<file path="src/rtl/nibble_adder_pkg.sv">
// Shared definitions for the nibble-serial adder.
//   state_t : controller state encoding (IDLE, RUN, DONE)
//   NIB_W   : bits handled per clock by the adder slice
package nibble_adder_pkg;
  typedef enum logic [1:0] {
    ST_IDLE = 2'd0,
    ST_RUN  = 2'd1,
    ST_DONE = 2'd2
  } state_t;

  localparam int NIB_W = 4;
endpackage

</file>
<file path="src/rtl/ripple_adder4.sv">
// 4-bit ripple-carry adder slice, purely combinational.
// Ports:
//   i_a, i_b : 4-bit addends
//   i_cin    : carry in
//   o_sum    : 4-bit sum
//   o_cout   : carry out of bit 3
module ripple_adder4
  import nibble_adder_pkg::*;
(
  input  logic [NIB_W-1:0] i_a,
  input  logic [NIB_W-1:0] i_b,
  input  logic             i_cin,
  output logic [NIB_W-1:0] o_sum,
  output logic             o_cout
);
  logic [NIB_W:0] w_c;

  assign w_c[0] = i_cin;

  for (genvar gi = 0; gi < NIB_W; gi++) begin : g_fa
    assign o_sum[gi]  = i_a[gi] ^ i_b[gi] ^ w_c[gi];
    assign w_c[gi+1]  = (i_a[gi] & i_b[gi]) | (w_c[gi] & (i_a[gi] ^ i_b[gi]));
  end

  assign o_cout = w_c[NIB_W];
endmodule

</file>
<file path="src/rtl/nibble_serial_adder.sv">
// Sequential WIDTH-bit adder built from one 4-bit ripple slice, one nibble
// per clock, least-significant nibble first. WIDTH must be a multiple of 4
// and at least 8.
// Ports:
//   clk      : clock, rising edge
//   rst_n    : synchronous active-low reset
//   start    : request an addition, taken only while ready=1
//   a, b     : operands, captured on acceptance
//   cin      : carry into nibble 0, captured on acceptance
//   ready    : can accept start (IDLE or DONE)
//   done     : one-cycle pulse, result valid
//   sum      : result register
//   cout     : carry out of the top nibble
//   overflow : two's-complement overflow
module nibble_serial_adder
  import nibble_adder_pkg::*;
#(
  parameter int WIDTH = 16
) (
  input  logic             clk,
  input  logic             rst_n,
  input  logic             start,
  input  logic [WIDTH-1:0] a,
  input  logic [WIDTH-1:0] b,
  input  logic             cin,
  output logic             ready,
  output logic             done,
  output logic [WIDTH-1:0] sum,
  output logic             cout,
  output logic             overflow
);
  localparam int NIB = WIDTH / NIB_W;
  localparam int IW  = $clog2(NIB);
  localparam logic [IW-1:0] LAST_IDX = IW'(NIB - 1);

  state_t           r_state;
  logic [WIDTH-1:0] r_a;
  logic [WIDTH-1:0] r_b;
  logic             r_c;
  logic [IW-1:0]    r_idx;
  logic [WIDTH-1:0] r_sum;
  logic             r_cout;
  logic             r_ovf;
  logic             r_ready;
  logic             r_done;

  logic [WIDTH-1:0] w_a_sh;
  logic [WIDTH-1:0] w_b_sh;
  logic [NIB_W-1:0] w_a_nib;
  logic [NIB_W-1:0] w_b_nib;
  logic [NIB_W-1:0] w_s;
  logic             w_co;

  // Operand nibble select: shift the current nibble down to bit 0.
  assign w_a_sh  = r_a >> {r_idx, 2'b00};
  assign w_b_sh  = r_b >> {r_idx, 2'b00};
  assign w_a_nib = w_a_sh[NIB_W-1:0];
  assign w_b_nib = w_b_sh[NIB_W-1:0];

  ripple_adder4 u_slice (
    .i_a    (w_a_nib),
    .i_b    (w_b_nib),
    .i_cin  (r_c),
    .o_sum  (w_s),
    .o_cout (w_co)
  );

  always_ff @(posedge clk) begin
    if (!rst_n) begin
      r_state <= ST_IDLE;
      r_a     <= '0;
      r_b     <= '0;
      r_c     <= 1'b0;
      r_idx   <= '0;
      r_sum   <= '0;
      r_cout  <= 1'b0;
      r_ovf   <= 1'b0;
      r_ready <= 1'b1;
      r_done  <= 1'b0;
    end else begin
      case (r_state)
        ST_IDLE, ST_DONE: begin
          r_done <= 1'b0;
          if (start) begin
            r_a     <= a;
            r_b     <= b;
            r_c     <= cin;
            r_idx   <= '0;
            r_ready <= 1'b0;
            r_state <= ST_RUN;
          end else begin
            r_ready <= 1'b1;
            r_state <= ST_IDLE;
          end
        end
        ST_RUN: begin
          r_sum[{r_idx, 2'b00} +: NIB_W] <= w_s;
          r_c   <= w_co;
          r_idx <= r_idx + 1'b1;
          if (r_idx == LAST_IDX) begin
            r_cout  <= w_co;
            // Same-sign operands whose result sign differs.
            r_ovf   <= (r_a[WIDTH-1] == r_b[WIDTH-1]) && (w_s[NIB_W-1] != r_a[WIDTH-1]);
            r_ready <= 1'b1;
            r_done  <= 1'b1;
            r_state <= ST_DONE;
          end
        end
        default: begin
          r_ready <= 1'b1;
          r_done  <= 1'b0;
          r_state <= ST_IDLE;
        end
      endcase
    end
  end

  assign ready    = r_ready;
  assign done     = r_done;
  assign sum      = r_sum;
  assign cout     = r_cout;
  assign overflow = r_ovf;
endmodule

</file>
<file path="config.mk">
export PLATFORM = sky130hd
export DESIGN_NAME = nibble_serial_adder
export DESIGN_NICKNAME = d
export VERILOG_FILES = /design/src/rtl/nibble_adder_pkg.sv /design/src/rtl/ripple_adder4.sv /design/src/rtl/nibble_serial_adder.sv
export SDC_FILE = /design/constraint.sdc
export NUM_CORES = 1
export LEC_CHECK = 0
export ABC_AREA = 0
export CORE_UTILIZATION = 40
export DETAILED_ROUTE_END_ITERATION = 6
export PLACE_DENSITY_LB_ADDON = 0.2
export SLEW_MARGIN = 5
export SYNTH_ARGS = -nofsm -noshare
export SYNTH_HDL_FRONTEND = slang
export SYNTH_SLANG_ARGS = --single-unit
export TNS_END_PERCENT = 10
</file>
<file path="constraint.sdc">
create_clock -name clk -period 2.85 [get_ports clk]
set_input_delay 0.57 -clock clk [delete_from_list [all_inputs] [get_ports clk]]
set_output_delay 0.57 -clock clk [all_outputs]
set_load 0.02 [all_outputs]
</file>
; ---- Word-level counts from Yosys, hierarchy flattened
; Index checks and enable logic that the tools add are counted.
[op_classes]
reduce_logical = 8
n_eq_ne = 7
n_mux = 11
n_addsub = 2
shift = 4
n_bitwise = 20
[ops]
columns = cell, count
row1 = 16-bit by 4-bit right shift with 4-bit output, 2
row2 = 16-bit bitwise mux, 1
row3 = "4-bit by 6-bit variable shift with 16-bit output, first input constant", 1
row4 = 4-bit by 6-bit indexed part select with 16-bit output, 1
row5 = 1-bit AND, 8
row6 = 2-bit one-hot mux with 2 select lines, 2
row7 = 2-bit AND reduction, 4
row8 = 1-bit XOR, 8
row9 = 4-bit negation with 6-bit output, 1
row10 = "2-bit equality test, second input constant", 2
row11 = 1-bit two-way mux, 4
row12 = 2-bit two-way mux, 2
row13 = "2-bit != test, second input constant", 2
row14 = 1-bit bitwise OR, 4
row15 = 1-bit one-hot mux with 2 select lines, 2
row16 = "2-bit by 1-bit adder with 2-bit output, second input constant", 1
row17 = "2-bit by 1-bit equality test with 1-bit output, second input constant", 1
row18 = 2-bit zero test, 1
row19 = 2-bit nonzero test, 1
row20 = 2-bit OR reduction, 1
row21 = 1-bit equality test, 1
row22 = 1-bit logical AND, 1
row23 = 1-bit != test, 1
[word_totals]
word_cells = 62
in_bits = 36
ff_bits = 57

; ---- Logic depth before layout (Yosys ltp)
[logic_depth]
depth_word = 11
ltp_mapped = 11
depth_no_buf = 10

; ---- By module
; A second synthesis with hierarchy kept.
[hier_totals]
cells_unflattened = 274
hier_area_um2 = 2509.9
[modules_own_cells]
columns = module, seq_area_each_um2, instances, cells_each, area_each_um2
row1 = nibble_serial_adder, 1141.1, 1, 260, 2392.3
row2 = ripple_adder4, 0.0, 1, 14, 117.6

; ---- Worst setup path before layout
; OpenSTA, ideal clock, no wires.
[synth_timing]
path_type = register to register
start = register r_idx[1]
end = register r_ovf (netlist: overflow)
slack_ns = -0.185
n_path_buf = 1
arrival_ns = 2.897
t_required_ns = 2.712
setup_ns = 0.138
path_stages_with_launch = 12
cell_sequence = dfxtp_1 > buf_2 > mux4_1 > inv_1 > fa_1 > fa_1 > inv_1 > fa_1 > fa_1 > and3b_1 > a21oi_1 > a311oi_2
[synth_between]
elab_chain_cells = 11
word_cells_on_any_way = 20
cone_classes = eq/ne: 2 / shift: 2 / bitwise: 14 / reduce/logical: 2
[synth_rtl]
columns = item, line_no
row1 = "start, declared", nibble_serial_adder.sv:40  ; logic [IW-1:0] r_idx;
row2 = "start signal, assigned", nibble_serial_adder.sv:99  ; r_idx <= r_idx + 1'b1;
row3 = "16-bit by 4-bit right shift with 4-bit output, on equally long branches", "nibble_serial_adder.sv:55, nibble_serial_adder.sv:56"
row4 = 1-bit XOR, ripple_adder4.sv:22  ; assign w_c[gi+1] = (i_a[gi] & i_b[gi]) | (w_c[gi] & (i_a[gi] ^ i_b[gi]));
row5 = 1-bit AND, ripple_adder4.sv:22
row6 = 1-bit bitwise OR, ripple_adder4.sv:22
row7 = 1-bit AND, ripple_adder4.sv:22
row8 = 1-bit bitwise OR, ripple_adder4.sv:22
row9 = 1-bit AND, ripple_adder4.sv:22
row10 = 1-bit bitwise OR, ripple_adder4.sv:22
row11 = 1-bit XOR, ripple_adder4.sv:21  ; assign o_sum[gi] = i_a[gi] ^ i_b[gi] ^ w_c[gi];
row12 = 1-bit != test, nibble_serial_adder.sv:103  ; r_ovf <= (r_a[WIDTH-1] == r_b[WIDTH-1]) && (w_s[NIB_W-1] != r_a[WIDTH-1]);
row13 = 1-bit logical AND, nibble_serial_adder.sv:103
row14 = "end signal, assigned", nibble_serial_adder.sv:103
row15 = "end, declared", nibble_serial_adder.sv:43  ; logic r_ovf;
; Several ways; a longest one is shown, not always the timed one.
; A chain may end at the register's enable or synchronous reset.

; ---- Final worst setup path
[layout_timing]
start = register r_idx[0]
end = register r_ovf (netlist: overflow)
; Same word-level chain as after synthesis.

==> reports/results.tsv <==
metric	value	unit
LEAKAGE	1.244	nW
Seq/Total Area, Yosys	44.93	%
pwr dens	557.2	nW/um^2
DP Worst Slack	0.001974	ns
path category of the worst min-delay check	register to register	
outcome	finished, final reports clean	
Crit path max-delay family	adder cells	
Yosys top cell area share	44.93	%
Detailed Route WL	5528	um
starting density of the core	42.15	%
synthesized net count	322	
Data arrival, critical path	3.07	ns
Post-synth ARST share	0	%
Ports	56	
# DRC	0	
Clock Latency Late Sink	0.34	ns
Longest Clk Path Bufs	2	
drt wl/cell	13.42	um
Buf/Inv on CP	3	
critical-path cell list	mux4_2 -> inv_2 -> fa_2 -> fa_2 -> inv_2 -> fa_2 -> fa_2 -> buf_4 -> a21oi_2 -> a311oi_2	
total congestion overflow	0	
Routed Antenna Nets	0	
top post-synthesis cells by area	dfxtp_1 (45%), nand2_1 (11%), a21oi_1 (7.9%), mux4_1 (7.2%), fa_1 (3.2%)	
Sw Share	25.97	%
Worst-path clk slew	0.07	ns
Crit Path Class	register to register	
DR pass1 iterations	5	
via count	2121	
NetSw	485.4	uW
Worst Path Max Fanout	5	
reg2reg setup slack	0.04	ns
Antenna diodes	0	
number of enable flip-flop cells after synthesis	0	
WP data required	3.11	ns
vias in the first global route	1968	
first-pass GRT wire length	9039	um
grt met2 use	30.75	%
Yosys reg bits	57	
cts bufs inserted	9	
fraction of layout cells with a size suffix above 1	13.35	%
Slew @ Worst Pin	0.6688	ns
initial antenna violation count	0	
Final Power	1.869	mW
Final Cycle Share	98.57	%
synth unique cells	35	
Final Setup Violations	0	
CP Capture Type	register	
Std-Cell Rows	28	
vias per inst	5.148	
f_max	356.0	MHz
Top FF cell, synth	dfxtp_1	
Flop pwr share	45.7	%
Final Max Slew Viols	0	
GRT Util Overall	18.54	%
fin crit period	2.809	ns
clock share of power	39.8	%
PortBufs	55	
syn_area_per_cell	9.203	um^2
Chip Width	81.69	um
cell internal pwr	1.384	mW
Iter 0 DRT Violations	106	
max cap viols	0	
Root Buffer	clkbuf_8	
clock sink count	57	
Max-slew headroom	55.41	%
crit-path max cell delay	0.54	ns
Mapped Area	2540	um^2
Final nets	378	
clk_skew	0.007820	ns
met3 Use GR	5.667	%
unrepaired setup endpoints after global routing	yes	
routability cong.	0.8029	
CP max stage cell	fa_2	
GR Util met1	21.55	%
final HPWL from detailed placement	3855	um
Combinational Power Share	14.5	%
area delta synth->final	32.07	%
startpoint types	register	
GRT Max-Usage Layer	met2	
slack of the critical path	0.04062	ns
Ys Warns	0	
Core Box Area	6026	um^2
Fin. Hold Viols	0	
largest net degree at the start of global routing	36	
Chip Height	81.69	um
CTS tree	yes	
worst ir drop on vdd	0.3695	mV
CTS HTree Levels	3	
Mapped Cells	276	
hold_buf cts	0	
area leader, netlist	dfxtp_1	
most frequent CP cell	fa_2	
die area	6672	um^2
metal layers:
metal,vias up,share of wire (%)
met5,-,0
met4,0,2.2
met3,15,5.8
met2,62,46
met1,983,46
li1,1061,-
tightest hold or removal path: stages (launching register included):
cell and delay [ns]:
dfxtp_1 0.31, nand2_1 0.05, a21oi_1 0.05
cells in the final DEF, fill, tap and decap left out, types with 2 or more instances in the layout:
cell / n
a21oi_1: 39
a21oi_2: 2
a32oi_1: 8
and2_1: 2
buf_4: 7
clkbuf_8: 10
clkdlybuf4s50_1: 55
clkinv_2: 4
dfxtp_1: 55
dfxtp_4: 2
fa_2: 4
ha_1: 6
inv_1: 8
inv_2: 4
mux4_1: 5
mux4_2: 3
nand2_1: 76
nand2b_1: 2
nand3_1: 3
nand3b_1: 3
nand4_1: 4
nor2_1: 10
nor3_1: 3
o21ai_0: 3
o22ai_1: 2
o32ai_1: 2
cell families (layout without fill, tap and decap cells):
kind of cell / after synthesis / after routing / synth area share [%]
simple gates: 111 / 111 / 20.05
compound gates: 59 / 59 / 13.94
flops: 57 / 57 / 44.93
buf+inv: 31 / 92 / 6.847
fa+ha+maj: 10 / 10 / 6.108
mux: 8 / 8 / 8.128
area by class of cell:
class	instances	area (um^2)
clock inverters	6	57.56
clock buffers	10	137.6
repair buffers	64	638.1
fillers	569	2671
multi-input cells	188	1234
flip-flops and latches	57	1149
well taps	75	93.84
inverters	12	45.04
flip-flops by register name, indices dropped and copies added (netlist names), 2 cells and up:
name	cells
r_state	2
r_a	16
sum	16
r_b	16
r_idx	2
Yosys cell counts (2+ instances only):
cell type and n:
a21oi_1 40, a32oi_1 8, and2_1 2, buf_2 7
buf_6 6, clkbuf_1 5, dfxtp_1 57, fa_1 4
ha_1 6, inv_1 11, mux4_1 7, nand2_1 76
nand2b_1 2, nand3_1 3, nand3b_1 3, nand4_1 4
nor2_1 10, nor2b_1 2, nor3_1 3, o21ai_0 3
o22ai_1 2, o32ai_1 2
path summary, 6_finish.rpt:
kind / from / end / cells after the start
max: r_idx[0] / overflow / 10
min: r_a[7] / r_a[7] / 2
max reg2reg: r_idx[0] / overflow / 10
min reg2reg: r_a[7] / r_a[7] / 2
metrics by stage:
| step | TNS, ns | utilization [%] | hold WS [ns] | instances | area, um^2 |
|---|---|---|---|---|---|
| 3_5_place_dp | 0 | 52.24 | 0.4464 | 396 | 3148 |
| 2_1_floorplan | -0.01458 | - | 0.4315 | 276 | 2556 |
| 3_3_place_gp | 0 | 52.24 | 0.4424 | 396 | 3148 |
| 5_1_grt | -0.03163 | 55.67 | 0.4728 | 412 | 3354 |
| 6_report | 0 | 55.67 | 0.4538 | 412 | 3354 |
| 4_1_cts | 0 | 55.54 | 0.4562 | 412 | 3347 |
power groups by stage:
stage                     Combinational (mW)  Clock, mW  Sequential (mW)
after floorplan                        0.169          0            0.871
after global placement                 0.265          0            0.871
after detailed placement               0.268          0            0.872
after CTS                              0.270      0.752            0.855
after global routing                   0.298      0.798            0.857
final                                  0.271      0.744            0.854
repair_timing:
item,in CTS,in global routing
pin swaps,0,3
buffers inserted,0,0
endpoints found under the setup margin,1,1
resized for setup,1,7
cloned,0,0
(Power assumes the default switching activity.)
